### config.mk
export PLATFORM = sky130hd
export DESIGN_NAME = draw_cred_ball
export DESIGN_NICKNAME = d
export VERILOG_FILES = /design/src/rtl/draw_cred_ball_pkg.sv /design/src/rtl/draw_cred_ball_vga_delay.sv /design/src/rtl/draw_cred_ball.sv
export SDC_FILE = /design/constraint.sdc
export NUM_CORES = 1
export LEC_CHECK = 0
export CAP_MARGIN = 20
export CELL_PAD_IN_SITES_DETAIL_PLACEMENT = 2
export CELL_PAD_IN_SITES_GLOBAL_PLACEMENT = 2
export CORE_UTILIZATION = 36
export DETAILED_ROUTE_END_ITERATION = 12
export DONT_BUFFER_PORTS = 1
export GPL_TIMING_DRIVEN = 0
export PLACE_DENSITY = 0.77
export SLEW_MARGIN = 20
export SYNTH_ARGS = -nofsm -noshare
export SYNTH_HDL_FRONTEND = slang
export SYNTH_HIERARCHICAL = 1
export SYNTH_SLANG_ARGS = --single-unit
### constraint.sdc
create_clock -name pclk -period 6.1 [get_ports pclk]
set_clock_uncertainty 0.2 [all_clocks]
set_input_delay 0 -clock pclk [delete_from_list [all_inputs] [get_ports pclk]]
set_output_delay 0 -clock pclk [all_outputs]
set_load 0.02 [all_outputs]
### src/rtl/draw_cred_ball_pkg.sv
// Shared VGA constants and the timing-bus payload used by the credits ball overlay.
package draw_cred_ball_pkg;

  localparam int unsigned HC_W   = 11;
  localparam int unsigned VC_W   = 11;
  localparam int unsigned POS_W  = 12;
  localparam int unsigned RGB_W  = 12;
  localparam int unsigned CALC_W = 13;
  localparam int unsigned D2_W   = 15;

  localparam int unsigned SCREEN_W = 1024;
  localparam int unsigned SCREEN_H = 768;

  localparam int unsigned BALL_DIAM  = 128;
  localparam int unsigned BALL_R2    = 4096;
  localparam int unsigned OUTLINE_D2 = 3600;

  // Ball parks near the top centre until the first frame boundary.
  localparam int unsigned XLAT_RST = SCREEN_W / 2 - 1;
  localparam int unsigned YLAT_RST = 40;

  localparam logic [RGB_W-1:0] COLOR_WHITE = 12'hFFF;
  localparam logic [RGB_W-1:0] COLOR_RED   = 12'hF00;

  typedef struct packed {
    logic [HC_W-1:0] hcount;
    logic [VC_W-1:0] vcount;
    logic            hsync;
    logic            vsync;
    logic            hblnk;
    logic            vblnk;
  } vga_timing_t;

endpackage

### src/rtl/draw_cred_ball_vga_delay.sv
// N-stage register delay for the VGA timing bus.
module vga_delay
  import draw_cred_ball_pkg::*;
#(
  parameter int unsigned N = 2
) (
  input  logic        pclk,
  input  logic        rst,
  input  vga_timing_t bus_i,
  output vga_timing_t bus_o
);

  vga_timing_t stage_q [N];

  always_ff @(posedge pclk) begin
    if (rst) begin
      for (int i = 0; i < int'(N); i++) stage_q[i] <= '0;
    end else begin
      stage_q[0] <= bus_i;
      for (int i = 1; i < int'(N); i++) stage_q[i] <= stage_q[i-1];
    end
  end

  assign bus_o = stage_q[N-1];

endmodule

### src/rtl/draw_cred_ball.sv
// Credits ball overlay: draws a disk over the background with 2-cycle latency.
// Optional ring colour for the outer band when BALL_OUTLINE_EN is defined.
module draw_cred_ball
  import draw_cred_ball_pkg::*;
#(
  parameter int unsigned       BALL_DIAMETER = BALL_DIAM,
  parameter logic [RGB_W-1:0]  BALL_COLOR    = COLOR_WHITE,
  parameter logic [RGB_W-1:0]  OUTLINE_COLOR = COLOR_RED
) (
  input  logic              pclk,
  input  logic              rst,
  input  logic [POS_W-1:0]  xpos,
  input  logic [POS_W-1:0]  ypos,
  input  logic [HC_W-1:0]   hcount_in,
  input  logic [VC_W-1:0]   vcount_in,
  input  logic              hsync_in,
  input  logic              vsync_in,
  input  logic              hblnk_in,
  input  logic              vblnk_in,
  input  logic [RGB_W-1:0]  rgb_in,
  output logic [HC_W-1:0]   hcount_out,
  output logic [VC_W-1:0]   vcount_out,
  output logic              hsync_out,
  output logic              vsync_out,
  output logic              hblnk_out,
  output logic              vblnk_out,
  output logic [RGB_W-1:0]  rgb_out
);

  localparam int unsigned HALF  = BALL_DIAMETER / 2;
  localparam int unsigned MAG_W = $clog2(HALF) + 1;

  vga_timing_t tim_in;
  vga_timing_t tim_out;

  assign tim_in = '{hcount: hcount_in, vcount: vcount_in, hsync: hsync_in,
                    vsync: vsync_in, hblnk: hblnk_in, vblnk: vblnk_in};

  vga_delay #(.N(2)) u_vga_delay (
    .pclk  (pclk),
    .rst   (rst),
    .bus_i (tim_in),
    .bus_o (tim_out)
  );

  assign hcount_out = tim_out.hcount;
  assign vcount_out = tim_out.vcount;
  assign hsync_out  = tim_out.hsync;
  assign vsync_out  = tim_out.vsync;
  assign hblnk_out  = tim_out.hblnk;
  assign vblnk_out  = tim_out.vblnk;

  logic              vblnk_prev_q, vblnk_prev_d;
  logic [POS_W-1:0]  xlat_q, xlat_d;
  logic [POS_W-1:0]  ylat_q, ylat_d;
  logic [CALC_W-1:0] dx_q, dx_d;
  logic [CALC_W-1:0] dy_q, dy_d;
  logic              box_q, box_d;
  logic              blank_s1_q, blank_s1_d;
  logic [RGB_W-1:0]  rgb_s1_q, rgb_s1_d;
  logic [RGB_W-1:0]  rgb_q, rgb_d;

  logic [CALC_W-1:0] hrel, vrel;
  logic [CALC_W-1:0] adx, ady;
  logic [D2_W-1:0]   d2;
  logic              unused_bits;

  // Stage 1: frame-boundary position latch and offsets from the box corner.
  // A negative offset wraps to a large unsigned value, so one compare bounds both sides.
  always_comb begin
    vblnk_prev_d = vblnk_in;
    xlat_d       = xlat_q;
    ylat_d       = ylat_q;
    if (vblnk_in && !vblnk_prev_q) begin
      xlat_d = xpos;
      ylat_d = ypos;
    end
    hrel       = CALC_W'(hcount_in) - CALC_W'(xlat_q);
    vrel       = CALC_W'(vcount_in) - CALC_W'(ylat_q);
    dx_d       = hrel - CALC_W'(HALF);
    dy_d       = vrel - CALC_W'(HALF);
    box_d      = (hrel < CALC_W'(BALL_DIAMETER)) && (vrel < CALC_W'(BALL_DIAMETER));
    blank_s1_d = hblnk_in | vblnk_in;
    rgb_s1_d   = rgb_in;
  end

  // Stage 2: radius test; inside the box |dx|,|dy| <= HALF so only MAG_W bits matter.
  always_comb begin
    adx   = dx_q[CALC_W-1] ? (CALC_W'(0) - dx_q) : dx_q;
    ady   = dy_q[CALC_W-1] ? (CALC_W'(0) - dy_q) : dy_q;
    d2    = D2_W'(adx[MAG_W-1:0]) * D2_W'(adx[MAG_W-1:0])
          + D2_W'(ady[MAG_W-1:0]) * D2_W'(ady[MAG_W-1:0]);
    rgb_d = rgb_s1_q;
    if (box_q && !blank_s1_q && (d2 < D2_W'(BALL_R2))) begin
`ifdef BALL_OUTLINE_EN
      rgb_d = (d2 >= D2_W'(OUTLINE_D2)) ? OUTLINE_COLOR : BALL_COLOR;
`else
      rgb_d = BALL_COLOR;
`endif
    end
  end

`ifdef BALL_OUTLINE_EN
  assign unused_bits = ^{adx[CALC_W-1:MAG_W], ady[CALC_W-1:MAG_W]};
`else
  assign unused_bits = ^{adx[CALC_W-1:MAG_W], ady[CALC_W-1:MAG_W], OUTLINE_COLOR};
`endif

  always_ff @(posedge pclk) begin
    if (rst) begin
      vblnk_prev_q <= 1'b0;
      xlat_q       <= POS_W'(XLAT_RST);
      ylat_q       <= POS_W'(YLAT_RST);
      dx_q         <= '0;
      dy_q         <= '0;
      box_q        <= 1'b0;
      blank_s1_q   <= 1'b0;
      rgb_s1_q     <= '0;
      rgb_q        <= '0;
    end else begin
      vblnk_prev_q <= vblnk_prev_d;
      xlat_q       <= xlat_d;
      ylat_q       <= ylat_d;
      dx_q         <= dx_d;
      dy_q         <= dy_d;
      box_q        <= box_d;
      blank_s1_q   <= blank_s1_d;
      rgb_s1_q     <= rgb_s1_d;
      rgb_q        <= rgb_d;
    end
  end

  assign rgb_out = rgb_q;

endmodule
## Word-level counts from Yosys, hierarchy flattened

Memory sizes are Yosys's and may differ from the RTL's.
Cells that the tools add are included.

- Add/sub/neg operators: 7
- $mul: 2
- Order comparisons: 3
- Muxes and demuxes: 8
- Bitwise logic cells: 3
- Reduce and logical (&&, ||, !) cells: 6

Operators with widths:

| kind | count |
|---|---|
| $mux 26 | 2 |
| $mul 7x7->14 | 2 |
| $lt 13x8->1 const B | 2 |
| $sub 11x12->13 | 2 |
| $sub 13x7->13 const B | 2 |
| $add 14x14->15 | 1 |
| $lt 15x13->1 const B | 1 |
| $mux 7 | 2 |
| $sub 1x7->7 const A | 2 |
| $mux 12 | 1 |
| $logic_and 1x1->1 | 4 |
| $mux 1 | 3 |
| $or 1x1->1 | 3 |
| $logic_not 1->1 | 2 |

- Bits in registers: 77
- Bits in writable memories: 52
- Input port bits: 64
- Output and inout bits: 38
- Logic and storage cells: 39
- Memories kept: 1

Memories:

| name | words | width | rd ports | clocked after Yosys merged registers in | wr ports | line | RTL |
|---|---|---|---|---|---|---|---|
| u_vga_delay.stage_q | 2 | 26 | 2 | 0 | 2 | draw_cred_ball_vga_delay.sv:13 | `vga_timing_t stage_q [N];` |

## Depth between registers and ports, before layout

- Depth in word-level cells: 7
- Gate-level depth with buffers: 29
- Mapped depth without buffers: 28

## Hierarchy

Netlist, hierarchy kept.

Modules (own cells, without submodules):

| module | instances | cells an instance | area an instance (sq um) | sequential area each (sq um) |
|---|---|---|---|---|
| draw_cred_ball | 1 | 666 | 5748.0 | 1341.3 |
| vga_delay | 1 | 135 | 1586.5 | 1041.0 |

## Worst setup path before layout

Ideal clock, no wire load.

- Kind: reg2reg
- Start point: reg dy_q[2]
- End point: reg rgb_q[10], in the netlist rgb_out[10]
- Library setup time: 130 ps
- Arrival time: 6260 ps
- Data required time: 5770 ps
- Setup slack: -490 ps
- Stages on the path, launching flop included: 28
- Path buffers: 1
- Clock period less this slack: 6590 ps
- Cell sequence: dfxtp_1 > or3_1 > o31ai_1 > xor2_1 > nor2_1 > xnor2_1 > ha_1 > inv_1 > fa_1 > inv_1 > fa_1 > inv_1 > fa_1 > inv_1 > fa_1 > inv_1 > fa_1 > inv_1 > ha_1 > a21o_1 > a21oi_1 > o21ai_0 > a21o_1 > a21oi_1 > nor3b_1 > o2111ai_1 > clkbuf_1 > o21ai_1

- Longest elaborated chain between the ends: 7

Ends and longest elaborated chain:

| item | line | RTL |
|---|---|---|
| start: declaration | draw_cred_ball.sv:57 | `logic [CALC_W-1:0] dy_q, dy_d;` |
| start signal: assignment | draw_cred_ball.sv:125 | `dy_q <= dy_d;` |
| $sub 1x7->7 | draw_cred_ball.sv:90 | `ady = dy_q[CALC_W-1] ? (CALC_W'(0) - dy_q) : dy_q;` |
| $mux 7 (*) | draw_cred_ball.sv:90 |  |
| $mul 7x7->14 (*) | draw_cred_ball.sv:92 | `+ D2_W'(ady[MAG_W-1:0]) * D2_W'(ady[MAG_W-1:0]);` |
| $add 14x14->15 (*) | draw_cred_ball.sv:92 |  |
| $lt 15x13->1 (*) | draw_cred_ball.sv:94 | `if (box_q && !blank_s1_q && (d2 < D2_W'(BALL_R2))) begin` |
| $logic_and 1x1->1 (*) | draw_cred_ball.sv:94 |  |
| $mux 12 (*) | draw_cred_ball.sv:94 |  |
| end signal: assignment | draw_cred_ball.sv:129 | `rgb_q <= rgb_d;` |
| end: declaration | draw_cred_ball.sv:61 | `logic [RGB_W-1:0] rgb_q, rgb_d;` |

Mark *: on every way between the ends. The rest lies on a longest branch, timed or not.
A chain may end at the register's enable or synchronous reset.

## Worst setup path after layout

- Start point: reg dy_q[2]
- End point: reg rgb_q[4], in the netlist rgb_out[4]

Same word-level chain as after synthesis.

==> impl_metrics.ini <==
[grt]
grt.overflow.total = 0
antenna_found_initial = 0
grt_max_degree = 17
grt_pass1_wl_um = 46730
track_usage_pct = 31.34
grt_pass1_vias = 7818

[sta]
slew_headroom_pct = 37.97
setup_slack_ns = -0.5683
min_period_over_period_pct = 109.3
timing.fmax_mhz = 150.0
setup_viol = 12
rsz0062_at_grt = true
hold_viol_final = 0
slew_violations = 0
tightest_slew_ns = 0.9304
finalCriticalPeriod_ns = 6.668

[critical_path]
timing.rr.start = dy_q[2]
cpPeakStageDelay_ns = 0.57
cp_top_family = adder cells
crit_type = register to register
path_max_fanout = 5
end_kind = register
required_ns = 6.26
cp_common_cell = fa_1
cp.arrival_ns = 6.82
startpoint = dy_q[2]
critPathBufInv = 8
critical_path.slowest_cell = fa_1
cp-start-kind = register

[synthesis]
synth_most_common_cell = dfxtp_1
ys_top_cells_by_count = 119 x dfxtp_1, 109 x inv_1, 77 x nor2b_1
ys_top_cells_by_area = dfxtp_1 32%, fa_1 14%, ha_1 12%
ys_warn_count = 6
synth-edff-count = 0
syn_avg_cell_area_sq_um = 9.157
async_reset_ff_share_pct = 0
syn_area_sq_um = 7335
yosysSeqAreaShare_pct = 32.48
synth_top_area_share_pct = 32.48
synth_area_leader_cell = dfxtp_1
syn_nets = 987
ys_ff_latch = 119
synth_ff_type = dfxtp_1
yosysUniqueCellTypes = 55
syn_inst = 801

[placement]
routabilityCongestion = 0.8909
place_ws_ns = -1.202
portBuffers = 0
hpwl_um = 16540

[power_and_ir_drop]
power_density_nw_per_um2 = 394.9
p_leak_uw = 0.004671
ir_drop_uv = 263.4

[die]
die_w_um = 144.7
initial_core_util_pct = 37.20
rows = 51
coreArea_sq_um = 19720
die_h_um = 144.7
die_area_sq_um = 20950
io_pins = 102

[route]
firstDrtPassIters = 5
routed_wl_um = 35040
vias_per_cell = 5.378
drtIter0Drc = 338
drtAntennaViolNets = 0
wire_per_inst_um = 28.14
drc = 0
vias = 6695

[layout]
layout-drive-gt1-share_pct = 18.28
synthToLayoutAreaGrowth_pct = 37.85
nNetsFinal = 1152
postLayoutCoreUtil_pct = 51.28

[outcome]
violations = negative setup slack
status = complete, but fails checks

[min_path]
hp-class = primary input to register
hold_path.startpoint = xpos[8]

[cts]
clockBufferDepth = 2
cts.sink_count = 119
clk_pin_slew_ns = 0.07
numCtsBuffers = 17
h-tree-depth = 4
cts-root-buf = clkbuf_16
cts_tree = built
insertion_delay_ns = 0.45

[flow_run]
cap_violations = 0
[per-stage QoR]
| stage | instance area, sq um | instances | setup TNS (ns) | hold slack [ns] | total power (uW) |
|---|---|---|---|---|---|
| floorplan | 7438 | 801 | 0 | -0.1284 | 2018 |
| global placement | 7770 | 1066 | -11.61 | -0.1212 | 2300 |
| detailed placement | 7770 | 1066 | -13.65 | -0.1205 | 2461 |
| CTS | 9918 | 1233 | -4.730 | 0.003884 | 3730 |
| global route | 10110 | 1244 | -8.520 | 0.04254 | 4225 |
| finish | 10110 | 1245 | -6.243 | 0.008418 | 3993 |
[report_power, final]
part	total, uW	internal (uW)	switching, uW
logic	2030	852	1180
registers	879	826	52.7
clock network	1080	612	470
[cells in the final DEF, fill, tap and decap left out, types with 4 or more instances in the layout]
cell / synthesis / final
nand2b_1: 10 / 9
buf_4: 26 / 56
a211o_1: 10 / 10
ha_1: 72 / 69
o21ai_0: 9 / 8
nor2_1: 73 / 68
clkinvlp_4: 0 / 5
inv_6: 0 / 6
inv_1: 109 / 102
o21ai_1: 19 / 6
nand2_1: 53 / 48
o21a_1: 6 / 6
xor2_4: 0 / 5
a211oi_1: 4 / 4
xnor2_1: 16 / 12
nor2b_1: 77 / 77
fa_1: 50 / 49
inv_2: 6 / 11
clkbuf_1: 10 / 10
dfxtp_4: 0 / 6
a21o_1: 7 / 7
a21oi_1: 28 / 26
buf_2: 5 / 5
dlygate4sd3_1: 0 / 114
nand2_2: 0 / 4
clkbuf_16: 0 / 17
nor3_1: 8 / 8
o31ai_4: 0 / 4
dfxtp_1: 119 / 112
buf_1: 4 / 4
nand3_1: 7 / 7
o21ai_2: 2 / 15
xnor2_2: 0 / 4
[flip-flops by register name (all words and copies together) (netlist names)]
| name | flops |
|---|---|
| dx_q | 8 |
| blank_s1_q | 1 |
| ylat_q | 12 |
| dy_q | 8 |
| rgb_out | 12 |
| vblnk_prev_q | 1 |
| box_q | 1 |
| u_vga_delay/stage_q | 52 |
| rgb_s1_q | 12 |
| xlat_q | 12 |
[what timing repair did]
action	in CTS	in global routing
buffers inserted	20	11
pin swaps	30	21
cloned	1	0
endpoints found under the setup margin	12	12
gates resized for setup	50	28
hold buffers	114	0
hold endpoints to repair	119	0
[worst paths after layout]
kind | end | slack [ns] | cells past startpoint
max reg2reg | rgb_out[4] | -0.57 | 27
max | rgb_out[4] | -0.57 | 27
min reg2reg | u_vga_delay/stage_q[0][31] | 0.25 | 1
min | xlat_q[8] | 0.008 | 2
[per-layer routing]
metal | GRT usage [%] | part of all wire, % | vias up
met2 | 60.75 | 55 | 259
met5 | 0 | 0 | -
met1 | 31.53 | 35 | 3387
li1 | - | - | 2896
met4 | 17.06 | 6.4 | 0
met3 | 5.364 | 3.6 | 153
[cell families after synthesis]
| kind of cell | count (synthesis) | synth area share, % |
|---|---|---|
| AOI/OAI and AO/OA | 118 | 10.95 |
| xor gates and xnor gates | 27 | 3.224 |
| adders and majority gates | 122 | 25.93 |
| buffers and inverters | 160 | 9.604 |
| DFF | 119 | 32.48 |
| muxes | 4 | 0.5459 |
| and+or+nand+nor | 251 | 17.26 |
[layout make-up]
type | instances | area [sq um]
Fill cell | 1972 | 9607
Multi-Input combinational cell | 522 | 4664
Sequential cell | 119 | 2406
Timing Repair Buffer | 146 | 1393
Inverter | 115 | 437.9
Clock buffer | 18 | 429.2
Tap cell | 265 | 331.6
Buffer | 45 | 284.0
Clock inverter | 14 | 162.7
Antenna cell | 1 | 2.502
Power figures use the tool's default switching activity.
